<file path="config.mk">
export PLATFORM = sky130hd
export DESIGN_NAME = mem_ctrl_flat
export DESIGN_NICKNAME = d
export VERILOG_FILES = /design/src/rtl/mem_ctrl_pkg.sv /design/src/rtl/mem_ctrl_if.sv /design/src/rtl/mem_ctrl_byte_asm.sv /design/src/rtl/mem_ctrl.sv /design/src/flat_wrapper.sv
export SDC_FILE = /design/constraint.sdc
export NUM_CORES = 1
export LEC_CHECK = 0
export BUFFER_PORTS_ARGS = -buffer_cell sky130_fd_sc_hd__buf_2
export CORE_MARGIN = 2
export CORE_UTILIZATION = 55
export DETAILED_ROUTE_END_ITERATION = 6
export PLACE_DENSITY = 0.92
export SLEW_MARGIN = 10
export SYNTH_ARGS = -nofsm -noshare
export SYNTH_HDL_FRONTEND = slang
export SYNTH_SLANG_ARGS = --single-unit
</file>
<file path="constraint.sdc">
create_clock -name clk -period 5.8 [get_ports clk]
set_input_delay 0.87 -clock clk [delete_from_list [all_inputs] [get_ports clk]]
set_output_delay 0.87 -clock clk [all_outputs]
set_load 0.05 [all_outputs]
</file>
<file path="src/rtl/mem_ctrl_pkg.sv">
`default_nettype none
// ============================================================================
// Module   : mem_ctrl_pkg
// Purpose  : Shared width codes, controller state encodings and IO boundary
//            for the byte-wide memory controller.
// Revision : 1.0 - initial release
// ============================================================================
package mem_ctrl_pkg;

    // Access width codes as presented by the LSB
    localparam logic [1:0] c_WIDTH_BYTE = 2'b00;
    localparam logic [1:0] c_WIDTH_HALF = 2'b01;
    localparam logic [1:0] c_WIDTH_WORD = 2'b11;

    // Controller states
    typedef logic [2:0] state_t;
    localparam state_t c_ST_IDLE   = 3'd0;
    localparam state_t c_ST_LSB_RD = 3'd1;
    localparam state_t c_ST_LSB_WR = 3'd2;
    localparam state_t c_ST_IF_RD  = 3'd3;
    localparam state_t c_ST_DONE   = 3'd4;

    // Addresses at or above this boundary are memory-mapped IO
    localparam logic [31:0] c_HCI_ADDR = 32'h0003_0000;

    // Bytes moved for a width code; the unused code 10 behaves as a word
    function automatic logic [2:0] byte_count(input logic [1:0] width);
        case (width)
            c_WIDTH_BYTE: byte_count = 3'd1;
            c_WIDTH_HALF: byte_count = 3'd2;
            default:      byte_count = 3'd4;
        endcase
    endfunction

endpackage
`default_nettype wire

</file>
<file path="src/rtl/mem_ctrl_if.sv">
`default_nettype none
// ============================================================================
// Module   : mem_ctrl_if
// Purpose  : LSB request/response and instruction-fetch handshake bundle
//            between the core front-end/LSB (master) and mem_ctrl (slave).
// Revision : 1.0 - initial release
// ============================================================================
interface mem_ctrl_if;

    logic        lsb_req_flag;
    logic [1:0]  lsb_req_width;
    logic        lsb_req_type;
    logic        lsb_req_sext;
    logic [31:0] lsb_req_addr;
    logic [31:0] lsb_req_data;
    logic [31:0] lsb_req_rob_id;
    logic        lsb_done_flag;
    logic        ld_cdb_flag;
    logic [31:0] ld_cdb_rob_id;
    logic [31:0] ld_cdb_val;

    logic        if_req_flag;
    logic [31:0] if_req_addr;
    logic        if_done_flag;
    logic [31:0] if_data;

    modport master (
        output lsb_req_flag, lsb_req_width, lsb_req_type, lsb_req_sext,
               lsb_req_addr, lsb_req_data, lsb_req_rob_id,
               if_req_flag, if_req_addr,
        input  lsb_done_flag, ld_cdb_flag, ld_cdb_rob_id, ld_cdb_val,
               if_done_flag, if_data
    );

    modport slave (
        input  lsb_req_flag, lsb_req_width, lsb_req_type, lsb_req_sext,
               lsb_req_addr, lsb_req_data, lsb_req_rob_id,
               if_req_flag, if_req_addr,
        output lsb_done_flag, ld_cdb_flag, ld_cdb_rob_id, ld_cdb_val,
               if_done_flag, if_data
    );

endinterface
`default_nettype wire

</file>
<file path="src/rtl/mem_ctrl_byte_asm.sv">
`default_nettype none
// ============================================================================
// Module   : mem_byte_asm
// Purpose  : Drops an incoming byte into its lane of a partially assembled
//            word and applies sign/zero extension for the access width.
// Revision : 1.0 - initial release
// ============================================================================
module mem_byte_asm
    import mem_ctrl_pkg::*;
(
    input  wire logic [31:0] i_word,
    input  wire logic [1:0]  i_lane,
    input  wire logic [7:0]  i_byte,
    input  wire logic [1:0]  i_width,
    input  wire logic        i_sext,
    output logic      [31:0] o_raw,
    output logic      [31:0] o_ext
);

    // Lane insert followed by width-dependent extension
    always_comb begin
        o_raw = i_word;
        o_raw[{i_lane, 3'b000} +: 8] = i_byte;
        case (i_width)
            c_WIDTH_BYTE: o_ext = {{24{i_sext & o_raw[7]}}, o_raw[7:0]};
            c_WIDTH_HALF: o_ext = {{16{i_sext & o_raw[15]}}, o_raw[15:0]};
            default:      o_ext = o_raw;
        endcase
    end

endmodule
`default_nettype wire

</file>
<file path="src/rtl/mem_ctrl.sv">
`default_nettype none
// ============================================================================
// Module   : mem_ctrl
// Purpose  : Byte-serial RAM/IO controller serving LSB loads/stores (priority)
//            and instruction fetch, with load extension and CDB broadcast.
// Revision : 1.0 - initial release
// ============================================================================
module mem_ctrl
    import mem_ctrl_pkg::*;
#(
    parameter logic [31:0] HCI_ADDR = c_HCI_ADDR
) (
    input  wire logic        clk,
    input  wire logic        rst,
    input  wire logic        rdy,
    input  wire logic [7:0]  mem_din,
    output logic      [7:0]  mem_dout,
    output logic      [31:0] mem_a,
    output logic             mem_wr,
    input  wire logic        io_buffer_full,
    input  wire logic        jump_wrong,
    mem_ctrl_if.slave        bus
);

    state_t      r_state, w_state_nx;
    logic [2:0]  r_cnt, w_cnt_nx;
    logic [31:0] r_addr, w_addr_nx;
    logic [31:0] r_data, w_data_nx;
    logic [1:0]  r_width, w_width_nx;
    logic        r_sext, w_sext_nx;
    logic [31:0] r_rob_id, w_rob_id_nx;

    logic [7:0]  r_mem_dout, w_mem_dout_nx;
    logic [31:0] r_mem_a, w_mem_a_nx;
    logic        r_mem_wr, w_mem_wr_nx;
    logic        r_if_done, w_if_done_nx;
    logic [31:0] r_if_data, w_if_data_nx;
    logic        r_lsb_done, w_lsb_done_nx;
    logic        r_ld_flag, w_ld_flag_nx;
    logic [31:0] r_ld_rob_id, w_ld_rob_id_nx;
    logic [31:0] r_ld_val, w_ld_val_nx;

    logic [2:0]  w_n;
    logic [1:0]  w_lane;
    logic [31:0] w_asm_raw, w_asm_ext;
    logic        w_throttle_acc, w_throttle_wr;

    // r_cnt counts edges since acceptance, so the byte arriving now is lane r_cnt-2
    assign w_n            = byte_count(r_width);
    assign w_lane         = r_cnt[1:0] - 2'd2;
    assign w_throttle_acc = (bus.lsb_req_addr >= HCI_ADDR) && io_buffer_full;
    assign w_throttle_wr  = (r_addr >= HCI_ADDR) && io_buffer_full;

    mem_byte_asm u_byte_asm (
        .i_word  (r_data),
        .i_lane  (w_lane),
        .i_byte  (mem_din),
        .i_width (r_width),
        .i_sext  (r_sext),
        .o_raw   (w_asm_raw),
        .o_ext   (w_asm_ext)
    );

    // Next-state and registered-output computation; outputs default to idle
    always_comb begin
        w_state_nx     = r_state;
        w_cnt_nx       = r_cnt;
        w_addr_nx      = r_addr;
        w_data_nx      = r_data;
        w_width_nx     = r_width;
        w_sext_nx      = r_sext;
        w_rob_id_nx    = r_rob_id;
        w_mem_dout_nx  = 8'h00;
        w_mem_a_nx     = 32'h0;
        w_mem_wr_nx    = 1'b0;
        w_if_done_nx   = 1'b0;
        w_if_data_nx   = 32'h0;
        w_lsb_done_nx  = 1'b0;
        w_ld_flag_nx   = 1'b0;
        w_ld_rob_id_nx = 32'h0;
        w_ld_val_nx    = 32'h0;
        case (r_state)
            c_ST_IDLE: begin
                if (bus.lsb_req_flag) begin
                    w_addr_nx   = bus.lsb_req_addr;
                    w_width_nx  = bus.lsb_req_width;
                    w_sext_nx   = bus.lsb_req_sext;
                    w_rob_id_nx = bus.lsb_req_rob_id;
                    w_mem_a_nx  = bus.lsb_req_addr;
                    if (bus.lsb_req_type) begin
                        w_state_nx    = c_ST_LSB_WR;
                        w_data_nx     = bus.lsb_req_data;
                        w_mem_dout_nx = bus.lsb_req_data[7:0];
                        w_mem_wr_nx   = !w_throttle_acc;
                        w_cnt_nx      = w_throttle_acc ? 3'd0 : 3'd1;
                    end else begin
                        w_state_nx = c_ST_LSB_RD;
                        w_data_nx  = 32'h0;
                        w_cnt_nx   = 3'd1;
                    end
                end else if (bus.if_req_flag && !jump_wrong) begin
                    w_state_nx = c_ST_IF_RD;
                    w_addr_nx  = bus.if_req_addr;
                    w_width_nx = c_WIDTH_WORD;
                    w_sext_nx  = 1'b0;
                    w_data_nx  = 32'h0;
                    w_mem_a_nx = bus.if_req_addr;
                    w_cnt_nx   = 3'd1;
                end
            end
            c_ST_LSB_RD, c_ST_IF_RD: begin
                if (r_state == c_ST_IF_RD && jump_wrong) begin
                    w_state_nx = c_ST_IDLE;
                    w_cnt_nx   = 3'd0;
                end else begin
                    if (r_cnt < w_n)
                        w_mem_a_nx = r_addr + {29'b0, r_cnt};
                    if (r_cnt >= 3'd2)
                        w_data_nx = w_asm_raw;
                    if (r_cnt == w_n + 3'd1) begin
                        w_state_nx = c_ST_DONE;
                        w_cnt_nx   = 3'd0;
                        if (r_state == c_ST_LSB_RD) begin
                            w_lsb_done_nx  = 1'b1;
                            w_ld_flag_nx   = 1'b1;
                            w_ld_rob_id_nx = r_rob_id;
                            w_ld_val_nx    = w_asm_ext;
                        end else begin
                            w_if_done_nx = 1'b1;
                            w_if_data_nx = w_asm_ext;
                        end
                    end else begin
                        w_cnt_nx = r_cnt + 3'd1;
                    end
                end
            end
            c_ST_LSB_WR: begin
                if (r_cnt == w_n) begin
                    w_state_nx    = c_ST_DONE;
                    w_cnt_nx      = 3'd0;
                    w_lsb_done_nx = 1'b1;
                end else begin
                    // A throttled IO byte keeps its address presented but is not written
                    w_mem_a_nx    = r_addr + {29'b0, r_cnt};
                    w_mem_dout_nx = r_data[{r_cnt[1:0], 3'b000} +: 8];
                    if (!w_throttle_wr) begin
                        w_mem_wr_nx = 1'b1;
                        w_cnt_nx    = r_cnt + 3'd1;
                    end
                end
            end
            c_ST_DONE: begin
                w_state_nx = c_ST_IDLE;
                w_cnt_nx   = 3'd0;
            end
            default: begin
                w_state_nx = c_ST_IDLE;
                w_cnt_nx   = 3'd0;
            end
        endcase
    end

    // State and output registers; rdy low freezes everything
    always_ff @(posedge clk) begin
        if (rst) begin
            r_state     <= c_ST_IDLE;
            r_cnt       <= 3'd0;
            r_addr      <= 32'h0;
            r_data      <= 32'h0;
            r_width     <= 2'b00;
            r_sext      <= 1'b0;
            r_rob_id    <= 32'h0;
            r_mem_dout  <= 8'h00;
            r_mem_a     <= 32'h0;
            r_mem_wr    <= 1'b0;
            r_if_done   <= 1'b0;
            r_if_data   <= 32'h0;
            r_lsb_done  <= 1'b0;
            r_ld_flag   <= 1'b0;
            r_ld_rob_id <= 32'h0;
            r_ld_val    <= 32'h0;
        end else if (rdy) begin
            r_state     <= w_state_nx;
            r_cnt       <= w_cnt_nx;
            r_addr      <= w_addr_nx;
            r_data      <= w_data_nx;
            r_width     <= w_width_nx;
            r_sext      <= w_sext_nx;
            r_rob_id    <= w_rob_id_nx;
            r_mem_dout  <= w_mem_dout_nx;
            r_mem_a     <= w_mem_a_nx;
            r_mem_wr    <= w_mem_wr_nx;
            r_if_done   <= w_if_done_nx;
            r_if_data   <= w_if_data_nx;
            r_lsb_done  <= w_lsb_done_nx;
            r_ld_flag   <= w_ld_flag_nx;
            r_ld_rob_id <= w_ld_rob_id_nx;
            r_ld_val    <= w_ld_val_nx;
        end
    end

    assign mem_dout          = r_mem_dout;
    assign mem_a             = r_mem_a;
    assign mem_wr            = r_mem_wr;
    assign bus.if_done_flag  = r_if_done;
    assign bus.if_data       = r_if_data;
    assign bus.lsb_done_flag = r_lsb_done;
    assign bus.ld_cdb_flag   = r_ld_flag;
    assign bus.ld_cdb_rob_id = r_ld_rob_id;
    assign bus.ld_cdb_val    = r_ld_val;

endmodule
`default_nettype wire

</file>
<file path="src/flat_wrapper.sv">
// flat-port wrapper written by rule: the top's interface ports become plain ports
module mem_ctrl_flat import mem_ctrl_pkg::*;
#(
    parameter logic [31:0] HCI_ADDR = c_HCI_ADDR
)
  (clk, rst, rdy, mem_din, mem_dout, mem_a, mem_wr, io_buffer_full, jump_wrong, bus_lsb_req_flag, bus_lsb_req_width, bus_lsb_req_type, bus_lsb_req_sext, bus_lsb_req_addr, bus_lsb_req_data, bus_lsb_req_rob_id, bus_if_req_flag, bus_if_req_addr, bus_lsb_done_flag, bus_ld_cdb_flag, bus_ld_cdb_rob_id, bus_ld_cdb_val, bus_if_done_flag, bus_if_data);
  mem_ctrl_if bus_i ();
  input  wire logic clk;
  input  wire logic rst;
  input  wire logic rdy;
  input  wire logic [7:0] mem_din;
  output logic      [7:0] mem_dout;
  output logic      [31:0] mem_a;
  output logic mem_wr;
  input  wire logic io_buffer_full;
  input  wire logic jump_wrong;
  input wire logic [$bits(bus_i.lsb_req_flag)-1:0] bus_lsb_req_flag;
  input wire logic [$bits(bus_i.lsb_req_width)-1:0] bus_lsb_req_width;
  input wire logic [$bits(bus_i.lsb_req_type)-1:0] bus_lsb_req_type;
  input wire logic [$bits(bus_i.lsb_req_sext)-1:0] bus_lsb_req_sext;
  input wire logic [$bits(bus_i.lsb_req_addr)-1:0] bus_lsb_req_addr;
  input wire logic [$bits(bus_i.lsb_req_data)-1:0] bus_lsb_req_data;
  input wire logic [$bits(bus_i.lsb_req_rob_id)-1:0] bus_lsb_req_rob_id;
  input wire logic [$bits(bus_i.if_req_flag)-1:0] bus_if_req_flag;
  input wire logic [$bits(bus_i.if_req_addr)-1:0] bus_if_req_addr;
  output wire logic [$bits(bus_i.lsb_done_flag)-1:0] bus_lsb_done_flag;
  output wire logic [$bits(bus_i.ld_cdb_flag)-1:0] bus_ld_cdb_flag;
  output wire logic [$bits(bus_i.ld_cdb_rob_id)-1:0] bus_ld_cdb_rob_id;
  output wire logic [$bits(bus_i.ld_cdb_val)-1:0] bus_ld_cdb_val;
  output wire logic [$bits(bus_i.if_done_flag)-1:0] bus_if_done_flag;
  output wire logic [$bits(bus_i.if_data)-1:0] bus_if_data;
  assign bus_i.lsb_req_flag = bus_lsb_req_flag;
  assign bus_i.lsb_req_width = bus_lsb_req_width;
  assign bus_i.lsb_req_type = bus_lsb_req_type;
  assign bus_i.lsb_req_sext = bus_lsb_req_sext;
  assign bus_i.lsb_req_addr = bus_lsb_req_addr;
  assign bus_i.lsb_req_data = bus_lsb_req_data;
  assign bus_i.lsb_req_rob_id = bus_lsb_req_rob_id;
  assign bus_i.if_req_flag = bus_if_req_flag;
  assign bus_i.if_req_addr = bus_if_req_addr;
  assign bus_lsb_done_flag = bus_i.lsb_done_flag;
  assign bus_ld_cdb_flag = bus_i.ld_cdb_flag;
  assign bus_ld_cdb_rob_id = bus_i.ld_cdb_rob_id;
  assign bus_ld_cdb_val = bus_i.ld_cdb_val;
  assign bus_if_done_flag = bus_i.if_done_flag;
  assign bus_if_data = bus_i.if_data;
  mem_ctrl #(.HCI_ADDR(HCI_ADDR)) u_core (.clk(clk), .rst(rst), .rdy(rdy), .mem_din(mem_din), .mem_dout(mem_dout), .mem_a(mem_a), .mem_wr(mem_wr), .io_buffer_full(io_buffer_full), .jump_wrong(jump_wrong), .bus(bus_i));
endmodule
</file>
==> impl_metrics.csv <==
group,metric,value,unit
pwr,p_leak,5.45,nW
layout,fin_nets,1719,
pwr,clkPwrFrac,35.6,%
sta,timing.hold.ws,0.447,ns
worst_setup_path,crit_family,"simple AND/OR/NAND/NOR gates",
sta,report.final.slew_viol_count,0,
yosys,syn_nets,1506,
detailed_routing,met1_length,13.4,mm
pwr,power,4.57,mW
floorplanning,io_pins,287,
worst_setup_path,worstSetupEndpointType,"flop",
cts,cts_tree,"yes",
floorplanning,die_area,21600,um2
hold_path,min_path_cells,2,
pwr,internal_power,3.12,mW
yosys,synth_warnings,0,
cts,clockRootBuffer,"clkbuf_16",
cts,postCtsSetupBuffers,0,
yosys,synthCells,1345,
pwr,share_seq_of_total_power,42.6,%
grt,grt_pass1_wl,54.4,mm
yosys,synth_seq_cells,245,
placed_design,port_buffers,286,
detailed_routing,totalWireLength,34.6,mm
cts,clock_latency,0.52,ns
yosys,syn_area,11200,um2
run,drv_cap,0,
placed_design,gp_congestion,0.954,
outcome,status,"completed",
yosys,syn_area_per_cell,8.35,um2
pwr,power_density,337,nW/um2
detailed_routing,top_layer,"met5",
sta,final.setup_skew,0.00854,ns
sta,rsz0062_at_grt,"false",
cts,clkSinkCount,245,
sta,hold_viol,0,
worst_setup_path,path_class,"flop to flop",
pwr,p_sw_share,31.7,%
floorplanning,core_area,20200,um2
cts,post_cts_resize_count,0,
grt,grt_max_degree,112,
sta,max_freq,258,MHz
worst_setup_path,crit_buf_inv,1,
worst_setup_path,cp_max_fo,50,
floorplanning,die_y,147,um
grt,antenna_found_initial,3,
grt,gr-total-overflow,0,
yosys,yosysUniqueCellTypes,67,
placed_design,placed_cell_area,12700,um2
sta,setup_viol,0,
floorplanning,chipWidth,147,um
detailed_routing,drc,0,
worst_setup_path,crit_chain,"inv_1, ha_1, nor4_1, and3_2, or3b_1, o21ai_0",
cts,clock_path_buffers,3,
worst_setup_path,reg2regPathDepth,6,
floorplanning,row_count,52,
worst_setup_path,arrival,4.30,ns
cts,clk_pin_slew,0.06,ns
worst_setup_path,cp_data_required_time,6.23,ns
cts,cts_hold_buf,0,
sta,period_share,66.7,%
detailed_routing,wl_per_cell,18.7,um
layout,final_area,13600,um2
cts,htreeDepth,1,
yosys,ys.flop_type,"dfxtp_1",
pwr,p_sw,1.45,mW
floorplanning,initial_core_util,55.7,%
detailed_routing,vias_per_cell,6.12,
cts,cts_made_buffers,25,
detailed_routing,drt_iter0_drc,1037,
hold_path,hp-class,"flop to flop",
detailed_routing,met2_length,16.8,mm
detailed_routing,dr_wl_met3,3.22,mm
worst_setup_path,start_kind,"flop",
grt,grt_pass1_vias,10700,
yosys,async_reset_ff_share,0,%
grt,grt_use_total,30.7,%
layout,areaGrowthSynthToFinish,20.7,%
worst_setup_path,worst-path-stages,6,
sta,layout_min_cycle_time,3.87,ns
sta,worstMarginPinSlew,1.19,ns
worst_setup_path,critPathMaxStageDelay,0.89,ns
sta,layout_setup_ws,1.93,ns
pwr,vdd_drop_max,0.280,mV
placed_design,hpwl,24.0,mm
sta,fin_setup_tns,0,ns
layout,layout-drive-gt1-share,23.9,%
pwr,comb_power_share,21.8,%
yosys,ys_seq_area_share,43.7,%
detailed_routing,antenna_left,0,
detailed_routing,vias,11300,
worst_setup_path,crit_slowest_cell,"dfxtp_1",
sta,relSlewSlack,20.7,%
detailed_routing,first_pass_iters,6,
placed_design,preCtsSetupSlack,1.95,ns
yosys,synth_edf_count,0,
worst reg2reg max path, cell delays in order (launching register included):
cell,delay [ns]
dfxtp_1,0.89
inv_1,0.28
ha_1,0.44
nor4_1,0.34
and3_2,0.89
or3b_1,0.66
o21ai_0,0.28
final cells by class:
class | instances | area (um2)
Antenna cell | 2 | 5.00
Multi-Input combinational cell | 966 | 5870
Clock buffer | 35 | 733
Inverter | 23 | 86.3
Clock inverter | 9 | 98.8
Timing Repair Buffer | 297 | 1520
Fill cell | 1618 | 6610
Sequential cell | 245 | 4900
Tap cell | 270 | 338
final timing paths:
kind                                              from                   endpoint  slack, ns
worst max-delay path                   u_core.r_cnt[0]  u_core.bus.ld_cdb_val[27]       1.93
worst min-delay path            u_core.bus.if_data[27]     u_core.bus.if_data[27]       0.45
worst max register to register         u_core.r_cnt[0]  u_core.bus.ld_cdb_val[27]       1.93
worst min register to register  u_core.bus.if_data[27]     u_core.bus.if_data[27]       0.45
power by group through the flow:
| stage | combinational (mW) | sequential [mW] | clock, mW |
|---|---|---|---|
| detailed placement | 0.970 | 1.97 | 0 |
| CTS | 0.977 | 1.94 | 1.63 |
| global route | 1.08 | 1.96 | 1.71 |
| finish | 0.996 | 1.95 | 1.62 |
| global placement | 0.943 | 1.97 | 0 |
| floorplan | 0.638 | 2.01 | 0 |
layout by cell type (no fill, tap or decap), drive strengths merged, types with 24 or more instances in the layout:
master / instances
a211oi: 49
a21oi: 115
a22oi: 96
buf: 297
clkbuf: 35
dfxtp: 245
inv: 24
nand2: 154
nand3: 31
nor2: 165
nor2b: 33
o21ai: 61
sequential cells by signal, summed over array words and instances (netlist names):
signal	cells
u_core.r_width	2
u_core.r_addr	32
u_core.r_data	32
u_core.r_cnt	3
u_core.r_sext	1
u_core.bus.if_data	32
u_core.bus.lsb_done_flag	1
u_core.bus.if_done_flag	1
u_core.mem_dout	8
u_core.mem_wr	1
u_core.mem_a	32
u_core.r_state	3
u_core.r_rob_id	32
u_core.bus.ld_cdb_val	32
u_core.bus.ld_cdb_rob_id	32
u_core.bus.ld_cdb_flag	1
cells in the mapped netlist, drive strengths merged (19+ instances only):
master	instances	share of area [%]
a21oi	115	5.1
nor2b	33	1.8
nand3	31	1.4
clkbuf	104	3.5
dfxtp	245	44
nand2	154	5.1
nor2	165	5.5
a22oi	96	6.4
and2	19	1.1
a211oi	49	3.3
o21ai	61	2.7
mux2i	19	1.7
inv	22	0.73
per-layer routing:
metal / up-vias / global-route usage (%)
li1: 5256 / -
met1: 5326 / 38.7
met2: 617 / 53.0
met3: 97 / 5.00
met4: 2 / 11.9
met5: - / 0
logic make-up (layout without fill, tap and decap cells):
group	after synthesis	count (layout)	synth area share, %
other	0	2	0
AO/OA/AOI/OAI	407	407	24.0
AND/OR/NAND/NOR	483	483	20.0
flip-flops	245	245	43.7
multiplexers	39	39	4.50
adder cells (fa/ha/maj)	14	14	1.63
XOR/XNOR	23	23	1.79
buffers and inverters	134	364	4.50
metrics by stage:
step           util (%)  instances
2_1_floorplan         -       1345
3_3_place_gp       63.0       1801
3_5_place_dp       63.0       1801
4_1_cts            67.2       1845
5_1_grt            67.2       1846
6_report           67.2       1847
No activity file was read; power rests on OpenSTA's default activity.
